`src/rtl/fixed_point_pkg.sv`:
```
// Shared fixed-point types and the W_ACC -> W range clamp used by the accumulator and future multiplier.
// Combinational helpers only; no latency, no flow control.
package fixed_point_pkg;

   localparam int FXP_MAX_W = 64;

   typedef enum logic {ACCUM, HOLD} acc_state_t;

   typedef struct packed {
      logic                 ovf;
      logic [FXP_MAX_W-1:0] dat;
   } fxp_sat_t;

   // sum arrives already extended to FXP_MAX_W from its w_acc-bit width
   function automatic fxp_sat_t fxp_saturate(input logic [FXP_MAX_W-1:0] sum,
                                             input int                   w_acc,
                                             input int                   w,
                                             input logic                 is_signed);
      fxp_sat_t             r;
      logic [FXP_MAX_W-1:0] max_v;
      logic [FXP_MAX_W-1:0] min_v;
      logic                 neg;
      neg = is_signed & sum[w_acc-1];
      if (is_signed) begin
         max_v = (FXP_MAX_W'(1) << (w-1)) - FXP_MAX_W'(1);
         min_v = ~max_v;
      end else begin
         max_v = (FXP_MAX_W'(1) << w) - FXP_MAX_W'(1);
         min_v = '0;
      end
      r.ovf = neg ? ($signed(sum) < $signed(min_v)) : (sum > max_v);
      r.dat = r.ovf ? (neg ? min_v : max_v) : sum;
      return r;
   endfunction

endpackage

```
`src/rtl/fixed_point_saturate.sv`:
```
// W_ACC -> W result narrowing with overflow flag; clamps when FXP_ACC_SATURATE_EN is defined, wraps otherwise.
// Purely combinational, no handshake.
module fixed_point_saturate
   import fixed_point_pkg::*;
#(
   parameter int SIGN  = 1,
   parameter int W     = 33,
   parameter int W_ACC = 41
)(
   input  logic [W_ACC-1:0] sum_dat,
   output logic [W-1:0]     res_dat,
   output logic             res_ovf
);

   logic signed [W_ACC-1:0]     sum_s;
   logic signed [FXP_MAX_W-1:0] sum_sx;
   logic [FXP_MAX_W-1:0]        sum_ext;
   fxp_sat_t                    sat;
   logic                        unused_bits;

   always_comb begin
      sum_s   = sum_dat;
      sum_sx  = sum_s;
      sum_ext = (SIGN != 0) ? sum_sx : FXP_MAX_W'(sum_dat);
      sat     = fxp_saturate(sum_ext, W_ACC, W, SIGN != 0);
`ifdef FXP_ACC_SATURATE_EN
      res_dat = sat.dat[W-1:0];
`else
      res_dat = sum_ext[W-1:0];
`endif
      res_ovf = sat.ovf;
   end

   assign unused_bits = ^{sat.dat, sum_ext};

endmodule

```
`src/rtl/fixed_point_accumulator.sv`:
```
// Streaming Q(M.N) burst accumulator; result saturates when FXP_ACC_SATURATE_EN is defined, wraps otherwise.
// Latency: result valid the cycle after the last beat.
// Backpressure: in_ready_o drops while a result is held; it returns the cycle after out_ready_i accepts it.
module fixed_point_accumulator
   import fixed_point_pkg::*;
#(
   parameter  int SIGN       = 1,
   parameter  int Q_M        = 16,
   parameter  int Q_N        = 16,
   parameter  int GUARD_BITS = 8,
   parameter  int CNT_W      = 8,
   localparam int W          = SIGN + Q_M + Q_N,
   localparam int W_ACC      = W + GUARD_BITS
)(
   input  logic             clk_i,
   input  logic             rst_i,
   input  logic             in_valid_i,
   output logic             in_ready_o,
   input  logic [W-1:0]     in_data_i,
   input  logic             in_last_i,
   output logic             out_valid_o,
   input  logic             out_ready_i,
   output logic [W-1:0]     out_data_o,
   output logic [CNT_W-1:0] out_count_o,
   output logic             out_ovf_o
);

   acc_state_t       state;
   acc_state_t       state_nxt;
   logic             beat;
   logic             res_taken;
   logic [W_ACC-1:0] acc;
   logic [W_ACC-1:0] term_ext;
   logic [W_ACC-1:0] sum_nxt;
   logic [CNT_W-1:0] count;
   logic [CNT_W-1:0] count_nxt;
   logic [W-1:0]     res_dat;
   logic             res_ovf;

   assign term_ext  = {{GUARD_BITS{(SIGN != 0) & in_data_i[W-1]}}, in_data_i};
   assign sum_nxt   = acc + term_ext;
   assign count_nxt = (count == '1) ? count : count + CNT_W'(1);

   always_ff @(posedge clk_i) begin
      if (rst_i) state <= ACCUM;
      else       state <= state_nxt;
   end

   always_comb begin
      state_nxt  = state;
      in_ready_o = 1'b0;
      beat       = 1'b0;
      res_taken  = 1'b0;
      case (state)
         ACCUM: begin
            in_ready_o = 1'b1;
            beat       = in_valid_i;
            if (beat && in_last_i) state_nxt = HOLD;
         end
         HOLD: begin
            res_taken = out_ready_i;
            if (out_ready_i) state_nxt = ACCUM;
         end
         default: state_nxt = ACCUM;
      endcase
   end

   // the final term is folded in combinationally so the result needs no extra cycle
   fixed_point_saturate #(
      .SIGN  (SIGN),
      .W     (W),
      .W_ACC (W_ACC)
   ) u_sat (
      .sum_dat (sum_nxt),
      .res_dat (res_dat),
      .res_ovf (res_ovf)
   );

   always_ff @(posedge clk_i) begin
      if (rst_i) begin
         acc         <= '0;
         count       <= '0;
         out_valid_o <= 1'b0;
         out_data_o  <= '0;
         out_count_o <= '0;
         out_ovf_o   <= 1'b0;
      end else if (beat && in_last_i) begin
         acc         <= '0;
         count       <= '0;
         out_valid_o <= 1'b1;
         out_data_o  <= res_dat;
         out_count_o <= count_nxt;
         out_ovf_o   <= res_ovf;
      end else if (beat) begin
         acc         <= sum_nxt;
         count       <= count_nxt;
      end else if (res_taken) begin
         out_valid_o <= 1'b0;
      end
   end

endmodule

```
`config.mk`:
```
export PLATFORM = sky130hd
export DESIGN_NAME = fixed_point_accumulator
export DESIGN_NICKNAME = d
export VERILOG_FILES = /design/src/rtl/fixed_point_pkg.sv /design/src/rtl/fixed_point_saturate.sv /design/src/rtl/fixed_point_accumulator.sv
export SDC_FILE = /design/constraint.sdc
export NUM_CORES = 1
export LEC_CHECK = 0
export CORE_UTILIZATION = 60
export DETAILED_ROUTE_END_ITERATION = 8
export PLACE_DENSITY = 0.87
export SLEW_MARGIN = 10
export SYNTH_ARGS = -nofsm -noshare
export SYNTH_HDL_FRONTEND = slang
export SYNTH_SLANG_ARGS = --single-unit
```
`constraint.sdc`:
```
create_clock -name clk_i -period 12.6 [get_ports clk_i]
set_clock_uncertainty 0.2 [all_clocks]
set_input_delay 3.78 -clock clk_i [delete_from_list [all_inputs] [get_ports clk_i]]
set_output_delay 3.78 -clock clk_i [all_outputs]
set_load 0.05 [all_outputs]
```
Word-level counts from Yosys, hierarchy flattened
Cells that the tools add are included.
- add/subtract/negate cells: 2
- multiply operators: 0
- div/mod/pow operators: 0
- order comparisons: 2
- equality and inequality tests: 2
- shifts and indexed selects: 0
- mux-type cells: 11
- bitwise gates (word level): 1
- reduce and logical (&&, ||, !) cells: 5
- operators by type and width (cell ; count):
    $gt A64 B32 Y1 const B ; 1
    $add A41 B41 Y41 ; 1
    $lt A41 B33 Y1 const B ; 1
    $mux W1 ; 9
    $add A8 B1 Y8 const B ; 1
    $eq A8 B8 Y1 const B ; 1
    $mux W8 ; 1
    $logic_and A1 B1 Y1 ; 2
    $ne A2 B1 Y1 const B ; 1
    $pmux W1 S2 ; 1
    $reduce_and A2 Y1 ; 1
    $reduce_bool A2 Y1 ; 1
    $reduce_or A2 Y1 ; 1
    $not A1 Y1 ; 1
- flip-flop bits (word level): 93
- bits in latches: 0
- RAM bits: 0
- ROM bits: 0
- input port bits: 38
- output and inout port bits: 44
- logic and storage cells: 30
- memories kept: 0

Logic depth before layout (Yosys ltp)
- depth in word-level cells: 4
- depth in mapped cells: 13
- depth with buffers taken out: 13

Hierarchy
From an unflattened synthesis, not the netlist that was laid out.
- cells, all modules: 857
- area total of the unflattened synthesis: 6321.1 um2
- by module, submodules not included (module ; times used ; cells each ; area each (um2) ; seq. area each (um2)):
    fixed_point_accumulator ; 1 ; 816 ; 6025.8 ; 1861.8
    fixed_point_saturate ; 1 ; 41 ; 295.3 ; 0.0

Worst setup path before layout
Ideal clock, no wire load.
- path kind: input to register
- start: input in_data_i[4]
- end: register out_ovf_o
- setup time: 122 ps
- arrival time: 6293 ps
- data required time: 12278 ps
- path slack: 5985 ps
- cell stages on the path: 11
- path buffers: 0
- cells stage by stage: ha_1 o211ai_2 o211ai_2 a311oi_1 or3_4 a2111oi_2 nor2_2 xnor2_2 nor4_2 nand4b_1 a221o_1
- longest elaborated chain between the ends: 3
- elaborated cells on any way between the ends: 4
- those cells by class: 1 x add/sub; 2 x order compare; 1 x mux
- RTL lines (what ; line ; source):
    start, declared ; fixed_point_accumulator.sv:19 ; input logic [W-1:0] in_data_i,
    $add A41 B41 Y41 (*) ; fixed_point_accumulator.sv:41 ; assign sum_nxt = acc + term_ext;
    $gt A64 B32 Y1 or $lt A41 B33 Y1 (tied branches) ; fixed_point_pkg.sv:31 ; r.ovf = neg ? ($signed(sum) < $signed(min_v)) : (sum > max_v);
    $mux W1 (*) ; fixed_point_pkg.sv:31 ;
    end signal, assigned ; fixed_point_accumulator.sv:93 ; out_ovf_o <= res_ovf;
    end, declared ; fixed_point_accumulator.sv:25 ; output logic out_ovf_o
Mark *: on every way between the ends. The rest lies on a longest branch, timed or not.
A chain may end at the register's enable or synchronous reset.

Final worst setup path
- start: input in_data_i[1]
- end: register out_ovf_o
Same word-level chain as after synthesis.

==> flow_summary_export.csv <==
group,metric,value,unit
floorplan,die_h,99.7,µm
global_routing,grt_use_total,32.5,%
cells_and_area,layout_common_cells,"nand2_1 (183), a21oi_1 (129), dfxtp_1 (93)",
logic_synthesis,ys_ff_latch,93,
routing,wl_met2,7.66,mm
power_and_ir_drop,clkPwrFrac,26.9,%
floorplan,dieArea,0.00995,mm²
clock_tree,clk_pin_slew_worst_paths,0.10,ns
placement,post-dp-hpwl,11.3,mm
clock_tree,post_cts_buffers,0,
cells_and_area,layout-drive-gt1-share,4.33,%
placement,place.gp.congestion,0.956,
placement,dp_cells,945,
floorplan,initial_core_util,62.0,%
logic_synthesis,synth_top_area_cell,"dfxtp_1",
logic_synthesis,yosys_warnings,0,
cells_and_area,synthToLayoutAreaGrowth,19.2,%
setup_path,endpoint_kind,"flip-flop",
setup_path,r2r-end,"out_ovf_o$_SDFFE_PP0P_",
power_and_ir_drop,swShare,36.6,%
routing,drtAntennaViolNets,0,
logic_synthesis,syn-num-nets,848,
timing,max_freq,0.141,GHz
global_routing,grt_pass1_wl,25.9,mm
logic_synthesis,synth_cell_types,63,
clock_tree,clk_latency,0.36,ns
run,drv_cap,0,
clock_tree,cts_buffer_depth,2,
setup_path,r2r_start,"acc[1]$_SDFFE_PP0P_",
power_and_ir_drop,p_switching,308,µW
timing,report.final.slew_viol_count,0,
clock_tree,htree_levels,3,
clock_tree,clkSinkCount,93,
cells_and_area,diodes,0,
status,status,"completed",
routing,top_layer,"met4",
routing,wl_met3,911,µm
setup_path,startpoint,"in_data_i[1]",
routing,via_per_inst,6.09,
logic_synthesis,synth_seq_area_share,32.5,%
floorplan,io_pins,82,
global_routing,grt_pass1_vias,5559,
global_routing,grt_max_degree,53,
timing,setup_viol,0,
logic_synthesis,synth_top_area_share,32.5,%
logic_synthesis,synth-edff-count,0,
timing,max_slew.worst_pin.slew,0.655,ns
logic_synthesis,synth_area_leaders,"dfxtp_1 (32%), nand2_1 (12%), a21oi_1 (11%), ha_1 (9.0%), xnor2_1 (3.8%)",
cells_and_area,final_cells,961,
routing,dr.first_iter.drc_count,384,
clock_tree,cts_resized,0,
logic_synthesis,avgSynthCellArea,7.46,µm²
cells_and_area,mostFrequentLayoutCell,"nand2_1",
cells_and_area,layout.nets,907,
routing,vias,5853,
setup_path,rrSetupSlack,9.08,ns
setup_path,worstRegToRegCells,11,
clock_tree,cts_tree,"yes",
timing,rsz0062_at_grt,"no",
routing,routed_wire_length_per_instance,16.2,µm
min_path,min_path_type,"reg2reg",
routing,wl_met1,6.69,mm
logic_synthesis,syn_area,0.00573,mm²
power_and_ir_drop,ir_drop,0.0000596,V
power_and_ir_drop,p_comb_share,34.1,%
floorplan,coreArea,0.00924,mm²
logic_synthesis,synthFlopType,"dfxtp_1",
setup_path,worstPathRequired,12.66,ns
timing,relSlewSlack,56.0,%
power_and_ir_drop,p_per_area,123,mW/mm²
routing,drc,0,
power_and_ir_drop,cellInternalPower,535,µW
logic_synthesis,netlist_instances,768,
floorplan,fp-row-count,35,
routing,finalWirelength,15.6,mm
setup_path,start_kind,"primary input",
placement,io_buffers,81,
setup_path,crit_fanout,4,
setup_path,arrival,7.15,ns
clock_tree,cts_made_buffers,9,
routing,drt_pre_antenna_iters,5,
floorplan,die_w,99.7,µm
global_routing,grt_overflow_total,0,
timing,fin_crit,7.09,ns
setup_path,path_class,"in2reg",
power_and_ir_drop,p_leak,2.61,nW
clock_tree,cts_root_buffer,"clkbuf_8",
logic_synthesis,synthArstFlopShare,0,%
timing,fin_setup_tns,0,ns
setup_path,crit_end,"out_ovf_o$_SDFFE_PP0P_",
clock_tree,cts-hold-fix-buffers,0,
global_routing,antenna_found_initial,0,
timing,finalHoldViolCount,0,
power_and_ir_drop,p_seq_share,39.0,%
timing,period_share,56.2,%
## routing by layer
metal | track usage (%) | vias up
li1 | - | 2832
met1 | 40.5 | 2751
met2 | 57.2 | 236
met3 | 4.71 | 34
met4 | 10.6 | 0
met5 | 0 | -
## cell families after synthesis
kind of cell / share of synthesized area (%)
buffers and inverters: 3.32
AOI/OAI and AO/OA: 25.3
adders and majority gates: 9.30
DFF: 32.5
xor gates and xnor gates: 6.40
and+or+nand+nor: 22.9
muxes: 0.349
## cells in the mapped netlist (7+ instances only)
cell type / number
nand2_1: 183
a21oi_1: 129
dfxtp_1: 93
nor2_1: 51
ha_1: 41
clkbuf_1: 34
xnor2_1: 25
o21ai_0: 23
nand3_1: 16
xor2_1: 15
a211oi_1: 13
a21o_1: 11
inv_1: 10
nand4_1: 10
nor3_1: 10
o21a_1: 7
## critical path, stage by stage
cell	delay [ns]
clkdlybuf4s50_1	0.45
ha_1	0.35
a211oi_1	0.37
o211ai_2	0.19
a311oi_1	0.63
or3_4	0.26
and2_4	0.16
o211ai_1	0.11
o211a_1	0.20
nor4_2	0.22
nand4b_1	0.12
a221o_1	0.32
## layout make-up
class / instances / area (µm²)
multi-input combinational: 625 / 3690
fill: 743 / 2410
sequential: 93 / 1860
timing repair buffer: 88 / 863
tap: 129 / 161
clock buffer: 10 / 128
clock inverter: 6 / 92.6
inverter: 10 / 37.5
## power groups by stage
stage	sequential [mW]	combinational, mW	clock, mW
floorplan	0.367	0.170	0
global placement	0.334	0.275	0
detailed placement	0.336	0.281	0
CTS	0.329	0.283	0.230
global route	0.331	0.313	0.243
finish	0.329	0.287	0.227
## metrics by stage
step                      power, mW  cell area (µm²)  util (%)  hold slack [ns]  setup WS (ns)
final                         0.843             6830      73.9            0.258           5.51
after global routing          0.887             6830      73.9            0.281           5.30
after CTS                     0.842             6830      73.9            0.259           5.58
after detailed placement      0.617             6610      71.6            0.246           5.20
after global placement        0.609             6610      71.6            0.241           5.29
after floorplan               0.537             5730         -            0.236           5.99
## flip-flops by register name, summed over array words and instances (netlist names)
signal,count
out_valid_o,1
out_data_o,33
acc,41
state,1
count,8
out_ovf_o,1
out_count_o,8
## worst min-delay path by stage
stage                     cells past startpoint  slack, ns                     endpoint                         from
after detailed placement                      2       0.25  out_data_o[15]$_SDFFE_PP0P_  out_data_o[15]$_SDFFE_PP0P_
after global routing                          2       0.28  out_data_o[17]$_SDFFE_PP0P_  out_data_o[17]$_SDFFE_PP0P_
after CTS                                     2       0.26   out_data_o[0]$_SDFFE_PP0P_   out_data_o[0]$_SDFFE_PP0P_
final                                         2       0.26  out_data_o[25]$_SDFFE_PP0P_  out_data_o[25]$_SDFFE_PP0P_
after global placement                        2       0.24  out_count_o[0]$_SDFFE_PP0P_  out_count_o[0]$_SDFFE_PP0P_
after floorplan                               2       0.24         acc[24]$_SDFFE_PP0P_         acc[24]$_SDFFE_PP0P_
Note: power is estimated with default switching activity, not from simulation.
==> edit: new RTL, same flow settings <==
Build with the macro `FXP_ACC_SATURATE_EN` defined.
--- a/src/rtl/fixed_point_saturate.sv
+++ b/src/rtl/fixed_point_saturate.sv
@@ -1,5 +1,7 @@
 // W_ACC -> W result narrowing with overflow flag; clamps when FXP_ACC_SATURATE_EN is defined, wraps otherwise.
 // Purely combinational, no handshake.
+`define FXP_ACC_SATURATE_EN
+
 module fixed_point_saturate
    import fixed_point_pkg::*;
 #(
Behaviour: not the same (a bounded check fails within 4 cycles, from zero or initial values and one cycle with rst_i high).
==> edit against the original RTL <==
  * Largest power group unchanged
  * Clock power increased by 11%
  * Highest routed layer unchanged
  * Power increased by 8.6%
  * Cell count increased by 3.6%
  * Critical path type unchanged
  * Design area increased by 3.2%
  * Synthesized area increased by 4.1%
  * Non-clock buffer count unchanged
  * Setup slack got worse by 0.57 ns
  * Count of clock-buffer cells in the layout unchanged
  * Wire length increased by 11%
  * Critical endpoint is now out_data_o[28]
  * Sequential cell count unchanged
  * Sequential share of layout area decreased by 0.84 points
  * Via count increased by 3.5%
  * Largest cell class unchanged
==> edit: results (changes against the original RTL) <==
metric	value	unit	change
largest net degree at the start of global routing	52		was 53
CP Launch Point	in_data_i[0]		was in_data_i[1]
WL final	17320	um	was 15590 um
Slew headroom	0.5855		was 0.5604
grt met3 use	0.06694		was 0.04708
Post-synth top cells	nand2_1, a21oi_1, dfxtp_1		unchanged
CP arrival	7.71	ns	was 7.15 ns
multi-input gate share of total cell area	0.5466		was 0.5397
initial DRC count	448		was 384
top post-synthesis cells by area	dfxtp_1, nand2_1, ha_1		was dfxtp_1, nand2_1, a21oi_1
Final Wtd Congestion	0.9552		was 0.9556
Max stage delay on crit path	0.46	ns	was 0.63 ns
1st-pass router iterations	6		was 5
pre-CTS setup slack	4.205	ns	was 5.197 ns
clk tree area frac	0.03622		was 0.03223
leakage power	2.718	nW	was 2.610 nW
CP endpoint	out_data_o[28]		was out_ovf_o
Data buffer area share	0.1241		was 0.1264
status	finished clean		unchanged
number of global-route vias before repair	5756		was 5559
slowest CP cell	clkdlybuf4s50_1		was a311oi_1
Setup WS post-layout	4.944	ns	was 5.513 ns
fill count	787		was 743
syn_nets	887		was 848
sequential-to-total area share from yosys stat	0.3119		was 0.3248
Worst R2R Path Depth	14		was 11
DR vias/cell	6.083		was 6.091
GR Util met2	0.5655		was 0.5724
hold crit path type	reg -> reg		unchanged
Max FO, Critical Path	22		was 4
worst r2r src	acc[0]		was acc[1]
VDD IR max	0.07177	mV	was 0.05959 mV
# diodes	0		unchanged
Top delay family on crit path	compound AO/OA/AOI/OAI gates		unchanged
hpwl dp	12800	um	was 11290 um
first-pass GRT wire length	27700	um	was 25920 um
reg2reg setup slack	8.46	ns	was 9.08 ns
multi-input gate count	656		was 625
synth unique cells	60		was 63
fraction of area in registers	0.2642		was 0.2725
layout cell share with drive strength beyond 1	0.04519		was 0.04327
Net count, final	938		was 907
routing usage on met1	0.4450		was 0.4051
Overall Global Routing Usage	0.3424		was 0.3246
## edit: changes by cell type in the layout (fill, tap and decap cells not counted), sizes merged, moves of 16 or more
cell,before,now
a21oi,129,106
o21ai,26,42
a31oi,5,36
nand2,183,204
## edit: metrics by stage
stage	area (um2)	utilization	instances	hold slack, ns	power, mW
2_1_floorplan	5968	-	807	0.2400	0.5703
3_3_place_gp	6766	0.6987	978	0.2449	0.6563
3_5_place_dp	6766	0.6987	978	0.2539	0.6612
4_1_cts	7022	0.7251	994	0.2656	0.9118
5_1_grt	7048	0.7278	996	0.2804	0.9591
6_report	7048	0.7278	996	0.2636	0.9160
## edit: cells by family (layout without fill, tap and decap cells)
logic type	count (synthesis)	in the layout	share of synthesized area
XOR/XNOR	47	47	0.07023
AO/OA/AOI/OAI	239	239	0.2491
AND/OR/NAND/NOR	326	326	0.2323
multiplexers	2	2	0.003354
buffers and inverters	58	114	0.04382
flip-flops	93	93	0.3120
adder cells (fa/ha/maj)	42	42	0.08931
## edit: report_power, final
group          switching [mW]  leakage [nW]  internal [mW]
clock                   0.114         0.125          0.139
sequential             0.0152         0.762          0.320
combinational           0.214          1.83          0.113
## edit: worst min path at each step
stage	startpoint	end	slack, ns	cells past startpoint
floorplan	acc[0]	acc[0]	0.24	2
global placement	out_valid_o	out_valid_o	0.24	2
detailed placement	out_valid_o	out_valid_o	0.25	2
CTS	out_count_o[0]	out_count_o[0]	0.27	2
global route	out_count_o[0]	out_count_o[0]	0.28	2
finish	out_count_o[2]	out_count_o[2]	0.26	2
## edit: metal layers
| layer | routed length [um] | vias to the layer above |
|---|---|---|
| met5 | 0 | - |
| met4 | 356 | 0 |
| met3 | 1248 | 37 |
| met2 | 8210 | 251 |
| met1 | 7506 | 2818 |
| li1 | - | 2953 |
